===== config.mk =====
export PLATFORM = sky130hd
export DESIGN_NAME = wdt_kicker
export DESIGN_NICKNAME = d
export VERILOG_FILES = /design/src/rtl/wdt_pkg.sv /design/src/rtl/wdt_cycle_counter.sv /design/src/rtl/wdt_kicker.sv
export SDC_FILE = /design/constraint.sdc
export NUM_CORES = 1
export LEC_CHECK = 0
export BUFFER_PORTS_ARGS = -buffer_cell sky130_fd_sc_hd__buf_2
export CORE_MARGIN = 5
export CORE_UTILIZATION = 41
export CTS_BUF_LIST = sky130_fd_sc_hd__clkbuf_16
export DETAILED_ROUTE_END_ITERATION = 8
export HOLD_SLACK_MARGIN = 0.1
export SYNTH_ARGS = -nofsm -noshare
export SYNTH_HDL_FRONTEND = slang
export SYNTH_SLANG_ARGS = --single-unit

===== constraint.sdc =====
create_clock -name clk -period 2.4 [get_ports clk]
set_input_delay 0.24 -clock clk [delete_from_list [all_inputs] [get_ports clk]]
set_output_delay 0.24 -clock clk [all_outputs]
set_load 0.005 [all_outputs]

===== src/rtl/wdt_pkg.sv =====
// Shared types and default constants for the watchdog kicker.
package wdt_pkg;

    typedef enum logic [2:0] {
        ST_IDLE    = 3'd0,
        ST_HOLDOFF = 3'd1,
        ST_RUN     = 3'd2,
        ST_STARVED = 3'd3,
        ST_TRIPPED = 3'd4
    } wdt_state_e;

    localparam int WDT_KICK_PERIOD  = 100;
    localparam int WDT_ALIVE_WINDOW = 400;
    localparam int WDT_HOLDOFF      = 16;
    localparam int WDT_CNT_W        = 9;

    // Wait time of the watchdog being serviced; kicks must come faster than this.
    localparam int WDT_WAIT_TIME    = 500;

    function automatic int wdt_max3(input int a, input int b, input int c);
        int m;
        m = (a > b) ? a : b;
        return (m > c) ? m : c;
    endfunction

endpackage


===== src/rtl/wdt_cycle_counter.sv =====
// Up-counter with synchronous clear that saturates at a terminal value and flags it.
module wdt_cycle_counter
    import wdt_pkg::*;
#(
    parameter int CNT_W = WDT_CNT_W
) (
    input  logic             clk,
    input  logic             rst_n,
    input  logic             clr_i,
    input  logic             inc_i,
    input  logic [CNT_W-1:0] term_i,
    output logic             term_o
);

    logic [CNT_W-1:0] cnt_q;
    logic [CNT_W-1:0] cnt_d;

    // Clear wins over increment; the count never moves past the terminal value.
    always_comb begin
        cnt_d = cnt_q;
        if (clr_i) begin
            cnt_d = '0;
        end else if (inc_i && (cnt_q != term_i)) begin
            cnt_d = cnt_q + 1'b1;
        end
    end

    // Count register.
    always_ff @(posedge clk or negedge rst_n) begin
        if (!rst_n) begin
            cnt_q <= '0;
        end else begin
            cnt_q <= cnt_d;
        end
    end

    assign term_o = (cnt_q == term_i);

endmodule


===== src/rtl/wdt_kicker.sv =====
// Watchdog servicing block: periodic kick while alive strobes keep arriving,
// backs off when starved and restarts after the watchdog's own reset clears.
module wdt_kicker
    import wdt_pkg::*;
#(
    parameter int KICK_PERIOD  = WDT_KICK_PERIOD,
    parameter int ALIVE_WINDOW = WDT_ALIVE_WINDOW,
    parameter int HOLDOFF      = WDT_HOLDOFF,
    parameter int CNT_W        = WDT_CNT_W
) (
    input  logic       clk,
    input  logic       rst_n,
    input  logic       en,
    input  logic       alive,
    input  logic       wdt_rst,
    output logic       kick,
    output logic       starved,
    output logic       tripped,
    output logic [7:0] kick_cnt
);

    // A kick period at or above the watchdog wait time would let it fire while healthy.
    if (KICK_PERIOD >= WDT_WAIT_TIME) begin : g_bad_kick_period
        $error("wdt_kicker: KICK_PERIOD must be below the watchdog wait time");
    end
    if ((1 << CNT_W) <= wdt_max3(KICK_PERIOD, ALIVE_WINDOW, HOLDOFF)) begin : g_bad_cnt_w
        $error("wdt_kicker: CNT_W too narrow for the configured periods");
    end

    localparam logic [CNT_W-1:0] HOLD_TERM  = CNT_W'(HOLDOFF - 1);
    localparam logic [CNT_W-1:0] PER_TERM   = CNT_W'(KICK_PERIOD - 1);
    localparam logic [CNT_W-1:0] ALIVE_TERM = CNT_W'(ALIVE_WINDOW - 1);

    wdt_state_e state_q;
    wdt_state_e state_d;
    logic       kick_q;
    logic       kick_d;
    logic       starved_q;
    logic       tripped_q;
    logic [7:0] kick_cnt_q;

    logic hold_clr, hold_inc, hold_term;
    logic per_clr, per_inc, per_term;
    logic alive_clr, alive_inc, alive_term;

    wdt_cycle_counter #(.CNT_W(CNT_W)) u_hold_cnt (
        .clk    (clk),
        .rst_n  (rst_n),
        .clr_i  (hold_clr),
        .inc_i  (hold_inc),
        .term_i (HOLD_TERM),
        .term_o (hold_term)
    );

    wdt_cycle_counter #(.CNT_W(CNT_W)) u_per_cnt (
        .clk    (clk),
        .rst_n  (rst_n),
        .clr_i  (per_clr),
        .inc_i  (per_inc),
        .term_i (PER_TERM),
        .term_o (per_term)
    );

    wdt_cycle_counter #(.CNT_W(CNT_W)) u_alive_cnt (
        .clk    (clk),
        .rst_n  (rst_n),
        .clr_i  (alive_clr),
        .inc_i  (alive_inc),
        .term_i (ALIVE_TERM),
        .term_o (alive_term)
    );

    // Next state and counter controls; disable beats watchdog reset beats local moves.
    always_comb begin
        state_d   = state_q;
        kick_d    = 1'b0;
        hold_clr  = 1'b1;
        hold_inc  = 1'b0;
        per_clr   = 1'b1;
        per_inc   = 1'b0;
        alive_clr = 1'b1;
        alive_inc = 1'b0;
        if (!en) begin
            state_d = ST_IDLE;
        end else if (wdt_rst && (state_q != ST_IDLE)) begin
            state_d = ST_TRIPPED;
        end else begin
            case (state_q)
                ST_IDLE: begin
                    state_d = ST_HOLDOFF;
                end
                ST_HOLDOFF: begin
                    hold_clr = hold_term;
                    hold_inc = 1'b1;
                    if (hold_term) begin
                        state_d = ST_RUN;
                    end
                end
                ST_RUN: begin
                    per_clr   = per_term;
                    per_inc   = 1'b1;
                    alive_clr = alive;
                    alive_inc = 1'b1;
                    if (!alive && alive_term) begin
                        state_d = ST_STARVED;
                    end else begin
                        kick_d = per_term;
                    end
                end
                ST_STARVED: begin
                    per_clr   = 1'b0;
                    alive_clr = 1'b0;
                    if (alive) begin
                        state_d   = ST_RUN;
                        per_clr   = 1'b1;
                        alive_clr = 1'b1;
                    end
                end
                ST_TRIPPED: begin
                    state_d = ST_HOLDOFF;
                end
                default: begin
                    state_d = ST_IDLE;
                end
            endcase
        end
    end

    // State and registered outputs; the kick count survives disable but not reset.
    always_ff @(posedge clk or negedge rst_n) begin
        if (!rst_n) begin
            state_q    <= ST_IDLE;
            kick_q     <= 1'b0;
            starved_q  <= 1'b0;
            tripped_q  <= 1'b0;
            kick_cnt_q <= 8'd0;
        end else begin
            state_q   <= state_d;
            kick_q    <= kick_d;
            starved_q <= (state_d == ST_STARVED);
            tripped_q <= (state_d == ST_TRIPPED);
            if (kick_q && (kick_cnt_q != 8'hFF)) begin
                kick_cnt_q <= kick_cnt_q + 8'd1;
            end
        end
    end

    assign kick     = kick_q;
    assign starved  = starved_q;
    assign tripped  = tripped_q;
    assign kick_cnt = kick_cnt_q;

endmodule


==> out/summary.md <==
In this run the count of I/O pins placed on the die edge is 16. Number of routed nets with antenna violations: 0. The tools report the number of pins exceeding their max-slew limit in the final report as 0. The floorplan step defined a die boundary enclosing 6490 µm².

The tool flagged a number of max-cap violations equal to 0. The horizontal extent of the die was 80.5 µm. The run gives 38 as the unique cell type count in the Yosys netlist. The count of standard-cell rows was 25; the aggregate routed wire length was 3.75 mm. In the synthesized netlist the async set-or-reset flop fraction comes to 100%.

The die is 80.5 µm tall. The run gives 41 as the clock sink total. Synthesis inferred 41 register bits.

The most instantiated flip-flop cell in the synthesis netlist is dfrtp_1. The finished cells cover 2350 µm². The logs give 0 for the count of warnings emitted by yosys and 2040 µm² for the netlist area before placement.

The post-CTS setup-driven buffer insertion count was 0; the largest net degree at the start of global routing was 42. Summing over every cut layer, the via total after detailed routing is 1488. After synthesis, the largest area contributor takes up 50.3% of total cell area. The headroom to the max-slew limit is 41.3%, and the synthesized netlist net count is 209. Compared with the post-synthesis result, the final layout area differs by 15.2%. In this run the static leakage power is 0.000983 µW. For the routability congestion estimate, the log shows 0.796. The average wire per standard cell was 13.0 µm; the largest fanout on the critical path was 9. The type of the most critical hold path is in2async. The number of gates resized after CTS was 0. Once detailed placement completed, the half-perimeter wirelength came to 2.64 mm.

Clock tree synthesis inserted a total of 5 buffers. The tools report the initial antenna violation count as 0. Ranked by total cell area, the synthesized netlist is headed by dfrtp_1, xnor2_1, nor2_1. Counting instances in the post-synthesis netlist gives the leading cell types as dfrtp_1, nor2_1, xnor2_1, nand2_1, nand3_1. For the synthesized instance count, the log shows 200. The critical path is of the reg2reg type.

After clock tree synthesis, the clock-pin slew on the worst setup and hold paths is 60 ps. In this run, post-CTS hold repair placed 0 buffers. The count of unresolved DRC violations after routing is 0, and the maximum clock skew at final layout is 5.81 ps. The floorplan step defined a core boundary enclosing 4790 µm². In this run, synthesis inferred 0 flip-flops with an integrated enable. The minimum clock period after layout was 2060 ps; the number of input and output port buffers inserted was 15. 0 antenna diodes ended up in the layout.

Worst path required time: 2550 ps. The run finished with clean final reports. For the number of global-route vias before repair, the log shows 1454.

The tree is rooted in a clkbuf_16. The initial utilization of the core area, before any placement, comes to 42.6%. The synthesized design spends more area on one cell type than any other, namely dfrtp_1. The total global-route track usage was 13.6%; the post-detailed-route via-to-cell ratio was 5.15. In the final design database the tool counted 230 nets.

After detailed placement, the total cell area comes to 2200 µm². TritonCTS built the clock tree. For the worst path arrival time, the log shows 2210 ps. Yosys instantiated no cell more often than dfrtp_1. The worst setup path is launched from a flip-flop. The run gives 0.485 GHz as the maximum clock frequency.

The first global-routing pass estimated 6.82 mm of wire. Dividing total power by cell area gives a power density of 585 nW/µm². Global routing finished with a remaining overflow of 0. The share of cells above drive strength 1 was 14.9%. In this run, the number of DRC markers left after iteration 0 of detailed routing was 82. After routing, the total negative slack on setup checks comes to 0 ps. The later pin in the worst-skew pair is clocked with a latency of 280 ps. Summing the sequential cell areas from Yosys gives 50.3% of the chip area. The number of levels in the clock H-tree was 2.

Each instance of the synthesized netlist takes up on average 10.2 µm². Fill cells in the final layout number 450. For this run, the detailed router's first-pass iteration total came to 4. The kind of end point of the critical path was a flip-flop. The clock tree buffer depth was 2; the count of endpoints failing setup in the final report was 0. In the finished design, the share of the clock period the worst path needs comes to 85.8%. The worst-case IR drop observed on VDD is 354 µV.

The measured slew at the worst slew-check pin works out to 881 ps. Setup repair after global routing left no endpoint under its margin. For the final count of hold timing violations, the log shows 0.
[routing by layer]
layer | track usage [%] | vias up | part of all wire [%]
met2 | 20.0 | 10 | 46
met5 | 0 | - | 0
met3 | 4.15 | 2 | 2.2
met4 | 4.56 | 0 | 0.77
met1 | 19.0 | 714 | 51
li1 | - | 762 | -
[metrics by stage]
step	cells	util (%)	power, µW	hold slack (ps)	setup slack [ps]
after global placement	281	46.1	759	431	368
after floorplan	200	-	730	-55.6	476
after global routing	289	49.1	1440	187	234
after detailed placement	281	46.1	759	436	338
final	289	49.1	1370	82.2	340
after CTS	289	49.1	1400	129	334
[state kept, by name (all words and copies together) (netlist names)]
name,cells
kick,1
kick_cnt,8
starved,1
state_q,3
tripped,1
u_alive_cnt.cnt_q,9
u_hold_cnt.cnt_q,9
u_per_cnt.cnt_q,9
[cells by family (layout without fill, tap and decap cells)]
| family | after synthesis | after routing | synth area share (%) |
|---|---|---|---|
| mux | 2 | 2 | 1.10 |
| flops | 41 | 41 | 50.3 |
| buf+inv | 11 | 33 | 2.09 |
| simple gates | 95 | 95 | 25.3 |
| xor+xnor | 24 | 24 | 10.3 |
| compound gates | 23 | 23 | 8.41 |
| fa+ha+maj | 4 | 4 | 2.45 |
[where the power goes]
group          leakage [µW]  switching [µW]  internal [µW]
Combinational      0.000345            31.1           15.3
Clock             0.0000672             249            380
Sequential         0.000570            2.94            695
[placed cells by master (no fill, tap or decap), types with 4 or more instances in the layout]
cell / n
xor2_1: 7
xnor2_1: 17
dfrtp_1: 41
o21ai_0: 4
nor2_1: 30
nand2b_1: 4
and3_1: 4
buf_2: 15
a21oi_1: 8
nor4_1: 7
ha_1: 4
inv_1: 8
nand4_1: 6
nor3_1: 6
clkbuf_16: 5
nand2_1: 11
nand3_1: 11
[worst paths after layout]
path | startpoint | endpoint | slack (ps) | depth (start not counted)
setup / recovery | u_per_cnt.cnt_q[0] | u_per_cnt.cnt_q[6] | 340 | 5
hold / removal | rst_n | kick_cnt[5] | 80 | 1
setup reg to reg | u_per_cnt.cnt_q[0] | u_per_cnt.cnt_q[6] | 340 | 5
hold reg to reg | u_hold_cnt.cnt_q[0] | u_hold_cnt.cnt_q[0] | 470 | 1
max in group asynchronous | rst_n | u_per_cnt.cnt_q[6] | 1760 | 1
min in group clk | en | state_q[2] | 250 | 2
[worst max-delay path, cell delays in order, from the launching register on]
cell	delay, ps
dfrtp_1	380
ha_1	190
or4b_4	460
or4_4	520
o211ai_4	300
nor2_1	90
[cell type report]
| class | instances | area (µm²) | area share, % |
|---|---|---|---|
| Clock buffer | 5 | 125 | 5.33 |
| Clock inverter | 3 | 18.8 | 0.799 |
| Inverter | 7 | 26.3 | 1.12 |
| Multi-Input combinational cell | 148 | 971 | 41.3 |
| Sequential cell | 41 | 1030 | 43.7 |
| Tap cell | 67 | 83.8 | 3.57 |
| Timing Repair Buffer | 18 | 97.6 | 4.16 |
Note: power is estimated with default switching activity, not from simulation.
